==> config.mk <==
export PLATFORM = sky130hd
export DESIGN_NAME = rs_fp_multi
export DESIGN_NICKNAME = d
export VERILOG_FILES = /design/src/rtl/rs_fp_multi.sv
export SDC_FILE = /design/constraint.sdc
export NUM_CORES = 2
export LEC_CHECK = 0
export ABC_CLOCK_PERIOD_IN_PS = 4200
export CORE_AREA = 2 2 324 326
export DETAILED_ROUTE_END_ITERATION = 12
export DIE_AREA = 0 0 326 328
export PLACE_DENSITY = 0.72
export SYNTH_ARGS = -nofsm -noshare
export SYNTH_HDL_FRONTEND = slang
export SYNTH_SLANG_ARGS = --single-unit
==> constraint.sdc <==
create_clock -name clk -period 4.2 [get_ports clk]
set_input_delay 1.05 -clock clk [delete_from_list [all_inputs] [get_ports clk]]
set_output_delay 1.05 -clock clk [all_outputs]
set_load 0.02 [all_outputs]
==> src/rtl/rs_fp_multi.sv <==
// FP reservation station: dual-lane dispatch, multi-channel CDB wakeup, oldest-ready issue via age matrix.
// Optional macro RS_DISP_BYPASS_EN lets dispatching lanes capture a same-cycle CDB broadcast.
module rs_fp_multi #(
  parameter int ENTRIES = 8,
  parameter int DW      = 32,
  parameter int TW      = 5,
  parameter int OPW     = 2,
  parameter int NCDB    = 2
) (
  input  logic                     clk,
  input  logic                     reset,
  input  logic                     flush,
  input  logic [1:0]               disp_valid,
  input  logic [2*OPW-1:0]         disp_op,
  input  logic [9:0]               disp_dst,
  input  logic [2*TW-1:0]          disp_dtag,
  input  logic [1:0]               disp_v1,
  input  logic [1:0]               disp_v2,
  input  logic [2*TW-1:0]          disp_t1,
  input  logic [2*TW-1:0]          disp_t2,
  input  logic [2*DW-1:0]          disp_d1,
  input  logic [2*DW-1:0]          disp_d2,
  output logic                     disp_ready,
  input  logic [NCDB-1:0]          cdb_valid,
  input  logic [NCDB*TW-1:0]       cdb_tag,
  input  logic [NCDB*DW-1:0]       cdb_val,
  output logic                     iss_valid,
  input  logic                     iss_ready,
  output logic [OPW-1:0]           iss_op,
  output logic [4:0]               iss_dst,
  output logic [TW-1:0]            iss_dtag,
  output logic [DW-1:0]            iss_val1,
  output logic [DW-1:0]            iss_val2,
  output logic [$clog2(ENTRIES):0] free_cnt
);

  localparam int IW = $clog2(ENTRIES);
  localparam int CW = IW + 1;

  // Lowest set bit as {found, index}.
  function automatic logic [IW:0] first_set(input logic [ENTRIES-1:0] vec);
    logic [IW:0] res;
    res = '0;
    for (int i = ENTRIES - 1; i >= 0; i--) begin
      if (vec[i]) res = {1'b1, IW'(i)};
    end
    return res;
  endfunction

  // CDB tag match as {hit, value}; the lowest matching channel wins.
  function automatic logic [DW:0] cdb_lookup(input logic [TW-1:0] tag,
                                             input logic [NCDB-1:0] vld,
                                             input logic [NCDB*TW-1:0] tags,
                                             input logic [NCDB*DW-1:0] vals);
    logic [DW:0] res;
    res = '0;
    for (int k = NCDB - 1; k >= 0; k--) begin
      if (vld[k] && (tags[k*TW +: TW] == tag)) res = {1'b1, vals[k*DW +: DW]};
    end
    return res;
  endfunction

  logic [ENTRIES-1:0] busy_r, v1_r, v2_r;
  logic [OPW-1:0]     op_r   [ENTRIES];
  logic [4:0]         dst_r  [ENTRIES];
  logic [TW-1:0]      dtag_r [ENTRIES];
  logic [TW-1:0]      t1_r   [ENTRIES];
  logic [TW-1:0]      t2_r   [ENTRIES];
  logic [DW-1:0]      d1_r   [ENTRIES];
  logic [DW-1:0]      d2_r   [ENTRIES];
  logic [ENTRIES-1:0] age_r  [ENTRIES];
  logic [ENTRIES-1:0] age_s  [ENTRIES];
  logic [CW-1:0]      free_cnt_r;
  logic               hold_r;
  logic [IW-1:0]      hold_idx_r;

  logic [ENTRIES-1:0] free_s, mask_s, new_s, kill_s, ready_s, oldest_s;
  logic [IW:0]        f0_s, f1_s, pick_s;
  logic [IW-1:0]      a0_s, a1_s, sel_idx_s;
  logic [1:0]         acc_s;
  logic               sel_valid_s, fire_s;
  logic [1:0]         ln_v1_s, ln_v2_s;
  logic [DW-1:0]      ln_d1_s [2];
  logic [DW-1:0]      ln_d2_s [2];
  logic [DW:0]        wk1_s [ENTRIES];
  logic [DW:0]        wk2_s [ENTRIES];

  assign disp_ready = (free_cnt_r >= CW'(2));
  assign free_cnt   = free_cnt_r;
  assign iss_valid  = sel_valid_s;
  assign iss_op     = op_r[sel_idx_s];
  assign iss_dst    = dst_r[sel_idx_s];
  assign iss_dtag   = dtag_r[sel_idx_s];
  assign iss_val1   = d1_r[sel_idx_s];
  assign iss_val2   = d2_r[sel_idx_s];

  // Operand values as written by each dispatch lane.
  always_comb begin
`ifdef RS_DISP_BYPASS_EN
    logic [DW:0] bp1, bp2;
`endif
    for (int n = 0; n < 2; n++) begin
      ln_v1_s[n] = disp_v1[n];
      ln_v2_s[n] = disp_v2[n];
      ln_d1_s[n] = disp_d1[n*DW +: DW];
      ln_d2_s[n] = disp_d2[n*DW +: DW];
`ifdef RS_DISP_BYPASS_EN
      bp1 = cdb_lookup(disp_t1[n*TW +: TW], cdb_valid, cdb_tag, cdb_val);
      bp2 = cdb_lookup(disp_t2[n*TW +: TW], cdb_valid, cdb_tag, cdb_val);
      if (!disp_v1[n] && bp1[DW]) begin
        ln_v1_s[n] = 1'b1;
        ln_d1_s[n] = bp1[DW-1:0];
      end else begin
        ln_v1_s[n] = disp_v1[n];
        ln_d1_s[n] = disp_d1[n*DW +: DW];
      end
      if (!disp_v2[n] && bp2[DW]) begin
        ln_v2_s[n] = 1'b1;
        ln_d2_s[n] = bp2[DW-1:0];
      end else begin
        ln_v2_s[n] = disp_v2[n];
        ln_d2_s[n] = disp_d2[n*DW +: DW];
      end
`endif
    end
  end

  // Per-entry CDB match for waiting operands.
  always_comb begin
    for (int i = 0; i < ENTRIES; i++) begin
      wk1_s[i] = cdb_lookup(t1_r[i], cdb_valid, cdb_tag, cdb_val);
      wk2_s[i] = cdb_lookup(t2_r[i], cdb_valid, cdb_tag, cdb_val);
    end
  end

  // Slot allocation; only entries free at the start of the cycle are used.
  always_comb begin
    free_s = ~busy_r;
    f0_s   = first_set(free_s);
    for (int i = 0; i < ENTRIES; i++) begin
      mask_s[i] = free_s[i] & (f0_s[IW-1:0] != IW'(i));
    end
    f1_s     = first_set(mask_s);
    a0_s     = f0_s[IW-1:0];
    acc_s[0] = disp_valid[0] & disp_ready & f0_s[IW];
    if (acc_s[0]) begin
      a1_s     = f1_s[IW-1:0];
      acc_s[1] = disp_valid[1] & disp_ready & f1_s[IW];
    end else begin
      a1_s     = f0_s[IW-1:0];
      acc_s[1] = disp_valid[1] & disp_ready & f0_s[IW];
    end
    for (int i = 0; i < ENTRIES; i++) begin
      new_s[i] = (acc_s[0] & (a0_s == IW'(i))) | (acc_s[1] & (a1_s == IW'(i)));
    end
  end

  // Oldest-ready select; a presented but unaccepted entry stays locked.
  always_comb begin
    logic blocked;
    for (int i = 0; i < ENTRIES; i++) begin
      ready_s[i] = busy_r[i] & v1_r[i] & v2_r[i];
    end
    for (int i = 0; i < ENTRIES; i++) begin
      blocked = 1'b0;
      for (int j = 0; j < ENTRIES; j++) begin
        blocked = blocked | (ready_s[j] & age_r[j][i]);
      end
      oldest_s[i] = ready_s[i] & ~blocked;
    end
    pick_s = first_set(oldest_s);
    if (hold_r) begin
      sel_idx_s   = hold_idx_r;
      sel_valid_s = 1'b1;
    end else begin
      sel_idx_s   = pick_s[IW-1:0];
      sel_valid_s = pick_s[IW];
    end
    fire_s = sel_valid_s & iss_ready;
    for (int i = 0; i < ENTRIES; i++) begin
      kill_s[i] = fire_s & (sel_idx_s == IW'(i));
    end
  end

  // Next age matrix: issued rows/columns clear, new entries are youngest.
  always_comb begin
    for (int i = 0; i < ENTRIES; i++) begin
      for (int j = 0; j < ENTRIES; j++) begin
        if (kill_s[i] || kill_s[j]) begin
          age_s[i][j] = 1'b0;
        end else if (new_s[i]) begin
          age_s[i][j] = acc_s[0] & acc_s[1] & (a0_s == IW'(i)) & (a1_s == IW'(j));
        end else if (new_s[j]) begin
          age_s[i][j] = busy_r[i];
        end else begin
          age_s[i][j] = age_r[i][j];
        end
      end
    end
  end

  // Control state: occupancy, ordering, free count and issue lock.
  always_ff @(posedge clk) begin
    if (reset || flush) begin
      busy_r     <= '0;
      free_cnt_r <= CW'(ENTRIES);
      hold_r     <= 1'b0;
      hold_idx_r <= '0;
      for (int i = 0; i < ENTRIES; i++) age_r[i] <= '0;
    end else begin
      busy_r     <= (busy_r | new_s) & ~kill_s;
      free_cnt_r <= free_cnt_r + CW'(fire_s) - CW'(acc_s[0]) - CW'(acc_s[1]);
      hold_r     <= sel_valid_s & ~iss_ready;
      hold_idx_r <= sel_idx_s;
      for (int i = 0; i < ENTRIES; i++) age_r[i] <= age_s[i];
    end
  end

  // Entry payload: dispatch writes, otherwise CDB captures for waiting operands.
  always_ff @(posedge clk) begin
    for (int i = 0; i < ENTRIES; i++) begin
      if (acc_s[0] && (a0_s == IW'(i))) begin
        op_r[i]   <= disp_op[0 +: OPW];
        dst_r[i]  <= disp_dst[4:0];
        dtag_r[i] <= disp_dtag[0 +: TW];
        t1_r[i]   <= disp_t1[0 +: TW];
        t2_r[i]   <= disp_t2[0 +: TW];
        v1_r[i]   <= ln_v1_s[0];
        v2_r[i]   <= ln_v2_s[0];
        d1_r[i]   <= ln_d1_s[0];
        d2_r[i]   <= ln_d2_s[0];
      end else if (acc_s[1] && (a1_s == IW'(i))) begin
        op_r[i]   <= disp_op[OPW +: OPW];
        dst_r[i]  <= disp_dst[9:5];
        dtag_r[i] <= disp_dtag[TW +: TW];
        t1_r[i]   <= disp_t1[TW +: TW];
        t2_r[i]   <= disp_t2[TW +: TW];
        v1_r[i]   <= ln_v1_s[1];
        v2_r[i]   <= ln_v2_s[1];
        d1_r[i]   <= ln_d1_s[1];
        d2_r[i]   <= ln_d2_s[1];
      end else begin
        if (busy_r[i] && !v1_r[i] && wk1_s[i][DW]) begin
          v1_r[i] <= 1'b1;
          d1_r[i] <= wk1_s[i][DW-1:0];
        end
        if (busy_r[i] && !v2_r[i] && wk2_s[i][DW]) begin
          v2_r[i] <= 1'b1;
          d2_r[i] <= wk2_s[i][DW-1:0];
        end
      end
    end
  end

endmodule

; ---- Word-level counts from Yosys, hierarchy flattened
; Memory sizes are Yosys's and may differ from the RTL's.
; Index checks and enable logic that the tools add are counted.
[word_totals]
ff_bits = 32
mem_bits_rw = 752
in_bits = 258
out_inout_bits = 82
wordCells = 1073
mem_count = 8
[op_classes]
n_addsub = 3
n_lt_le_gt_ge = 1
n_eq_ne = 60
n_mux = 479
bitwise_logic = 357
reduce_logical = 145
[memory_table]
columns = name, depth, word_bits, rd, rd_ports_with_merged_regs, wr, line_no
row1 = d1_r, 8, 32, 1, 0, 8, 69  ; logic [DW-1:0] d1_r [ENTRIES];
row2 = d2_r, 8, 32, 1, 0, 8, 70  ; logic [DW-1:0] d2_r [ENTRIES];
row3 = age_r, 8, 8, 8, 0, 8, 71  ; logic [ENTRIES-1:0] age_r [ENTRIES];
row4 = dst_r, 8, 5, 1, 0, 8, 65  ; logic [4:0] dst_r [ENTRIES];
row5 = dtag_r, 8, 5, 1, 0, 8, 66  ; logic [TW-1:0] dtag_r [ENTRIES];
row6 = t1_r, 8, 5, 8, 0, 8, 67  ; logic [TW-1:0] t1_r [ENTRIES];
row7 = +2 memories, n/a, n/a, n/a, n/a, n/a, n/a
[op_table]
columns = operator, n
row1 = two-way mux 33 bit, 32
row2 = two-way mux 32 bit, 32
row3 = two-way mux 1 bit, 341
row4 = bitwise AND 1 bit, 200
row5 = == test 5 bit, 32
row6 = two-way mux 5 bit, 32
row7 = bitwise OR 1 bit, 144
row8 = two-way mux 4 bit, 24
row9 = logical AND 1 bit, 80
row10 = two-way mux 8 bit, 8
row11 = nonzero test 3 bit, 17
row12 = == test 3 bit (second input constant), 12
row13 = logical OR 1 bit, 29
row14 = == test 3 x 2 -> 1 bit (second input constant), 6
row15 = logical NOT 1 bit, 16
row16 = two-way mux 2 bit, 8
row17 = inverter 8 bit, 2
row18 = != test 3 bit (second input constant), 4
row19 = == test 3 x 1 -> 1 bit (second input constant), 3
row20 = logical NOT 3 bit, 3
row21 = inverter 1 bit, 9
row22 = bitwise AND 8 bit, 1
row23 = bitwise OR 8 bit, 1
row24 = subtractor 4 x 1 -> 4 bit, 2
row25 = 5 further kinds, 7

; ---- Logic depth before layout (Yosys ltp)
[depth]
word_depth = 27
ltp_mapped = 16
mapped_depth_nobuf = 15

; ---- Worst setup path before layout
; OpenSTA, ideal clock, no wires.
[synth_timing]
path_type = input -> register
startpoint = input cdb_tag[8]
endpoint = memory d2_r[2][0] (enable)
setup_time_ns = 0.389
t_arrival_ns = 3.800
t_required_ns = 3.811
path_slack_ns = 0.011
path_stages = 9
cell_sequence = clkbuf_1 buf_1 xor2_1 nor4_1 a31oi_1 or3b_2 clkbuf_1 clkbuf_1 nand2_1
[synth_lines]
columns = element, line_no
row1 = from (decl), 25  ; input logic [NCDB*TW-1:0] cdb_tag,
row2 = to (decl), 70

; ---- Final worst setup path
[layout_timing]
startpoint = register v2_r[1]
endpoint = output iss_val2[23]
[layout_between]
elab_chain_len = 21
[layout_rtl]
columns = element, line_no
row1 = from (decl), 63  ; logic [ENTRIES-1:0] busy_r, v1_r, v2_r;
row2 = "from (signal, indexed assignment)", 229  ; v2_r[i] <= ln_v2_s[0];
row3 = "from (signal, indexed assignment)", 239  ; v2_r[i] <= ln_v2_s[1];
row4 = bitwise AND 1 bit (*), 162  ; ready_s[i] = busy_r[i] & v1_r[i] & v2_r[i];
row5 = bitwise AND 1 bit, 167  ; blocked = blocked | (ready_s[j] & age_r[j][i]);
row6 = bitwise OR 1 bit (7 in a row), 167
row7 = inverter 1 bit, 169  ; oldest_s[i] = ready_s[i] & ~blocked;
row8 = bitwise AND 1 bit, 169
row9 = two-way mux 4 bit (7 in a row), 45  ; if (vec[i]) res = {1'b1, IW'(i)};
row10 = two-way mux 4 bit (*), 45
row11 = two-way mux 3 bit (*), 172  ; if (hold_r) begin
row12 = memory (8 x 32 bit) (*), n/a
row13 = to (decl), 33  ; output logic [DW-1:0] iss_val2,
; Mark *: on every way between the ends. The rest lies on a longest branch, timed or not.

==> results.json <==
{
  "dp_hpwl_um": 137000,
  "slew_violations": 0,
  "gp_congestion": 1.04,
  "cellLeakagePower_nw": 23.7,
  "synth-edff-count": 704,
  "post-route-period-util": 1.19,
  "grt_max_degree": 91,
  "p_per_area_nw_per_um2": 330,
  "clock_path_buffers": 3,
  "grtUsageTotal": 0.378,
  "fin_util": 0.624,
  "crit_path_start_kind": "flop",
  "overflow": 0,
  "clockRootBuffer": "clkbuf_16",
  "die_y_um": 328,
  "synth.most_common_cell": "mux2i_1",
  "fillers": 8056,
  "vias_per_cell": 6.73,
  "crit_start": "v2_r[1]",
  "insertion_delay_ns": 0.70,
  "io_buffers": 339,
  "fin_ws_ns": -0.791,
  "rows": 118,
  "rsz0062_at_grt": "yes",
  "final.min_clock_period_ns": 4.99,
  "ys.flop_type": "edfxtp_1",
  "maxSlewHeadroom": 0.187,
  "async_reset_ff_frac": 0,
  "drtIter0Drc": 6559,
  "synth_top_cell_area_share": 0.403,
  "yosys.area_share.simple": 0.113,
  "seq_area_sq_um": 22700,
  "synth-compound-area-share": 0.191,
  "drive_gt1_frac": 0.198,
  "synth_mux_area_frac": 0.177,
  "synth-xor-area-share": 0.0269,
  "worst_pin_slew_ns": 1.22,
  "nets": 5577,
  "multi_input_area_sq_um": 27400,
  "synth_area_sq_um": 52400,
  "crit_required_ns": 3.15,
  "synth_cells": 5053,
  "violations": "setup timing",
  "cp.arrival_ns": 3.94,
  "vias": 45700,
  "postSynthAreaPerCell_sq_um": 10.4,
  "numCtsBuffers": 89,
  "clock-sinks": 784,
  "run_status": "complete, but fails checks",
  "ant_nets": 0,
  "cts_hold_buffers": 0,
  "grt_pass1_wl_um": 300000,
  "htreeDepth": 3,
  "ir_drop_mv": 0.279,
  "antenna_found_initial": 41,
  "path_max_fanout": 8,
  "grt_pass1_vias": 43600,
  "r2r_start": "busy_r[2]",
  "synthTopCellsByArea": "edfxtp_1 (40%), mux2i_1 (14%), a211oi_1 (7.8%), nor2b_1 (6.1%), a21oi_1 (4.6%)",
  "hp-start": "age_r[0][27]",
  "initial_utilization": 0.508,
  "crit_type": "flop to primary output",
  "design_area_sq_um": 64400,
  "seq_area_frac_synth": 0.434,
  "drv_cap": 0,
  "dpl_cell_area_sq_um": 59400,
  "yosys_warnings": 0,
  "area_growth_pct": 22.8,
  "synth-seq-cells": 784,
  "synth_top_family_by_area": "compound AO/OA/AOI/OAI gates",
  "hold_viol": 0,
  "drc_errors": 0,
  "ys_top_cells_by_count": "mux2i_1 (752), edfxtp_1 (704), a211oi_1 (543), nor2b_1 (514), a21oi_1 (482)",
  "core-area_sq_um": 103000,
  "synth_nets": 5318,
  "skew_ns": 0.0394,
  "max_clock_freq_mhz": 200,
  "tritoncts": "done",
  "postRouteWirelength_um": 209000,
  "clk_pin_slew_ns": 0.06,
  "synth_top_cell_by_area": "edfxtp_1",
  "io_pins": 340,
  "end_kind": "primary output",
  "wl_per_cell_um": 30.8,
  "synth.distinct_cells": 81,
  "synthAdderAreaFrac": 0.00196,
  "fp.dieW_um": 326,
  "holdCritPathClass": "flop to flop",
  "drt-pass1-iter-count": 6,
  "dieArea_sq_um": 107000,
  "setup_viol": 76
}
per-layer routing:
metal | up-vias | part of all wire | GRT usage | routed length (um)
met4 | 44 | 0.049 | 0.181 | 10300
met3 | 678 | 0.13 | 0.0982 | 27500
li1 | 19700 | - | - | -
met1 | 22000 | 0.38 | 0.503 | 78600
met2 | 3301 | 0.44 | 0.576 | 92100
met5 | - | 0.0014 | 0 | 290
logic make-up (layout without fill, tap and decap cells):
kind of cell,count (synthesis),after routing
other,0,15
AND/OR/NAND/NOR,1084,1084
XOR/XNOR,161,161
multiplexers,906,906
flip-flops,784,784
adder cells (fa/ha/maj),7,7
AO/OA/AOI/OAI,1406,1406
buffers and inverters,705,1037
power breakdown:
| group | internal [mW] | switching, mW |
|---|---|---|
| sequential | 8.96 | 0.123 |
| clock | 4.40 | 3.46 |
| combinational | 1.80 | 2.49 |
| total | 15.2 | 6.07 |
repair_timing:
item	4_1_cts	5_1_grt
pin swaps	46	36
hold endpoints to repair	0	0
setup endpoints to repair	77	77
buffers inserted	81	21
resized for setup	444	60
cloned	11	3
placed cells by master (no fill, tap or decap), drive strengths merged, types with 6 or more instances in the layout:
master         count
a211oi           543
a21oi            482
a221oi            86
a22o              80
a22oi             13
a31oi             91
a32oi             23
and2              23
and3              28
and4               6
buf              577
bufinv             7
clkbuf           111
clkdlybuf4s50    262
clkinv            46
dfxtp             80
diode             15
edfxtp           704
inv               29
mux2             154
mux2i            752
nand2            297
nand3             47
nand4             26
nor2              53
nor2b            514
nor3              19
nor4              37
o2111ai            6
o21a               6
o21ai             21
o22a              12
or3                6
or3b              10
xnor2             33
xor2             128
worst max-delay path: stages, from the launching register on:
cell and delay (ns):
edfxtp_1 0.43, buf_6 0.13, nand4_1 0.15, o2111a_2 0.21, a41o_1 0.22, or4_4 0.46, o21ai_4 0.19, buf_12 0.17
buf_16 0.19, buf_12 0.14, buf_8 0.11, mux2i_1 0.08, a22o_1 0.26, a221oi_2 0.20, buf_4 0.19, buf_6 0.12
cell type report:
cell class	instances	area share
antenna	15	0.000583
sequential	784	0.353
clock inverter	56	0.00754
timing repair buffer	844	0.148
multi-input combinational	3564	0.426
inverter	29	0.00169
clock buffer	108	0.0364
tap	1380	0.0268
through the flow:
step | setup TNS, ns | setup WS, ns | total power, mW | hold WS, ns | std cells
6_report | -50.84 | -0.791 | 21.2 | 0.465 | 6780
3_5_place_dp | -39.47 | -0.636 | 13.3 | 0.451 | 6495
4_1_cts | -48.21 | -0.745 | 21.0 | 0.457 | 6748
2_1_floorplan | 0 | 0.0107 | 11.5 | 0.428 | 5053
3_3_place_gp | -38.85 | -0.589 | 13.2 | 0.439 | 6495
5_1_grt | -55.20 | -0.836 | 21.7 | 0.487 | 6774
state kept, by name (all words and copies together), names as in the netlist, 16 cells and up:
register,cells
dtag_r,40
op_r,16
t1_r,40
d2_r,256
d1_r,256
dst_r,40
age_r,64
t2_r,40
worst paths after layout:
kind | endpoint | slack, ns | cells past startpoint
min | age_r[0][27] | 0.47 | 2
max reg2reg | d2_r[4][14] | 0.15 | 8
max | iss_val2[23] | -0.79 | 15
min reg2reg | age_r[0][27] | 0.47 | 2
Note: power is estimated with default switching activity, not from simulation.
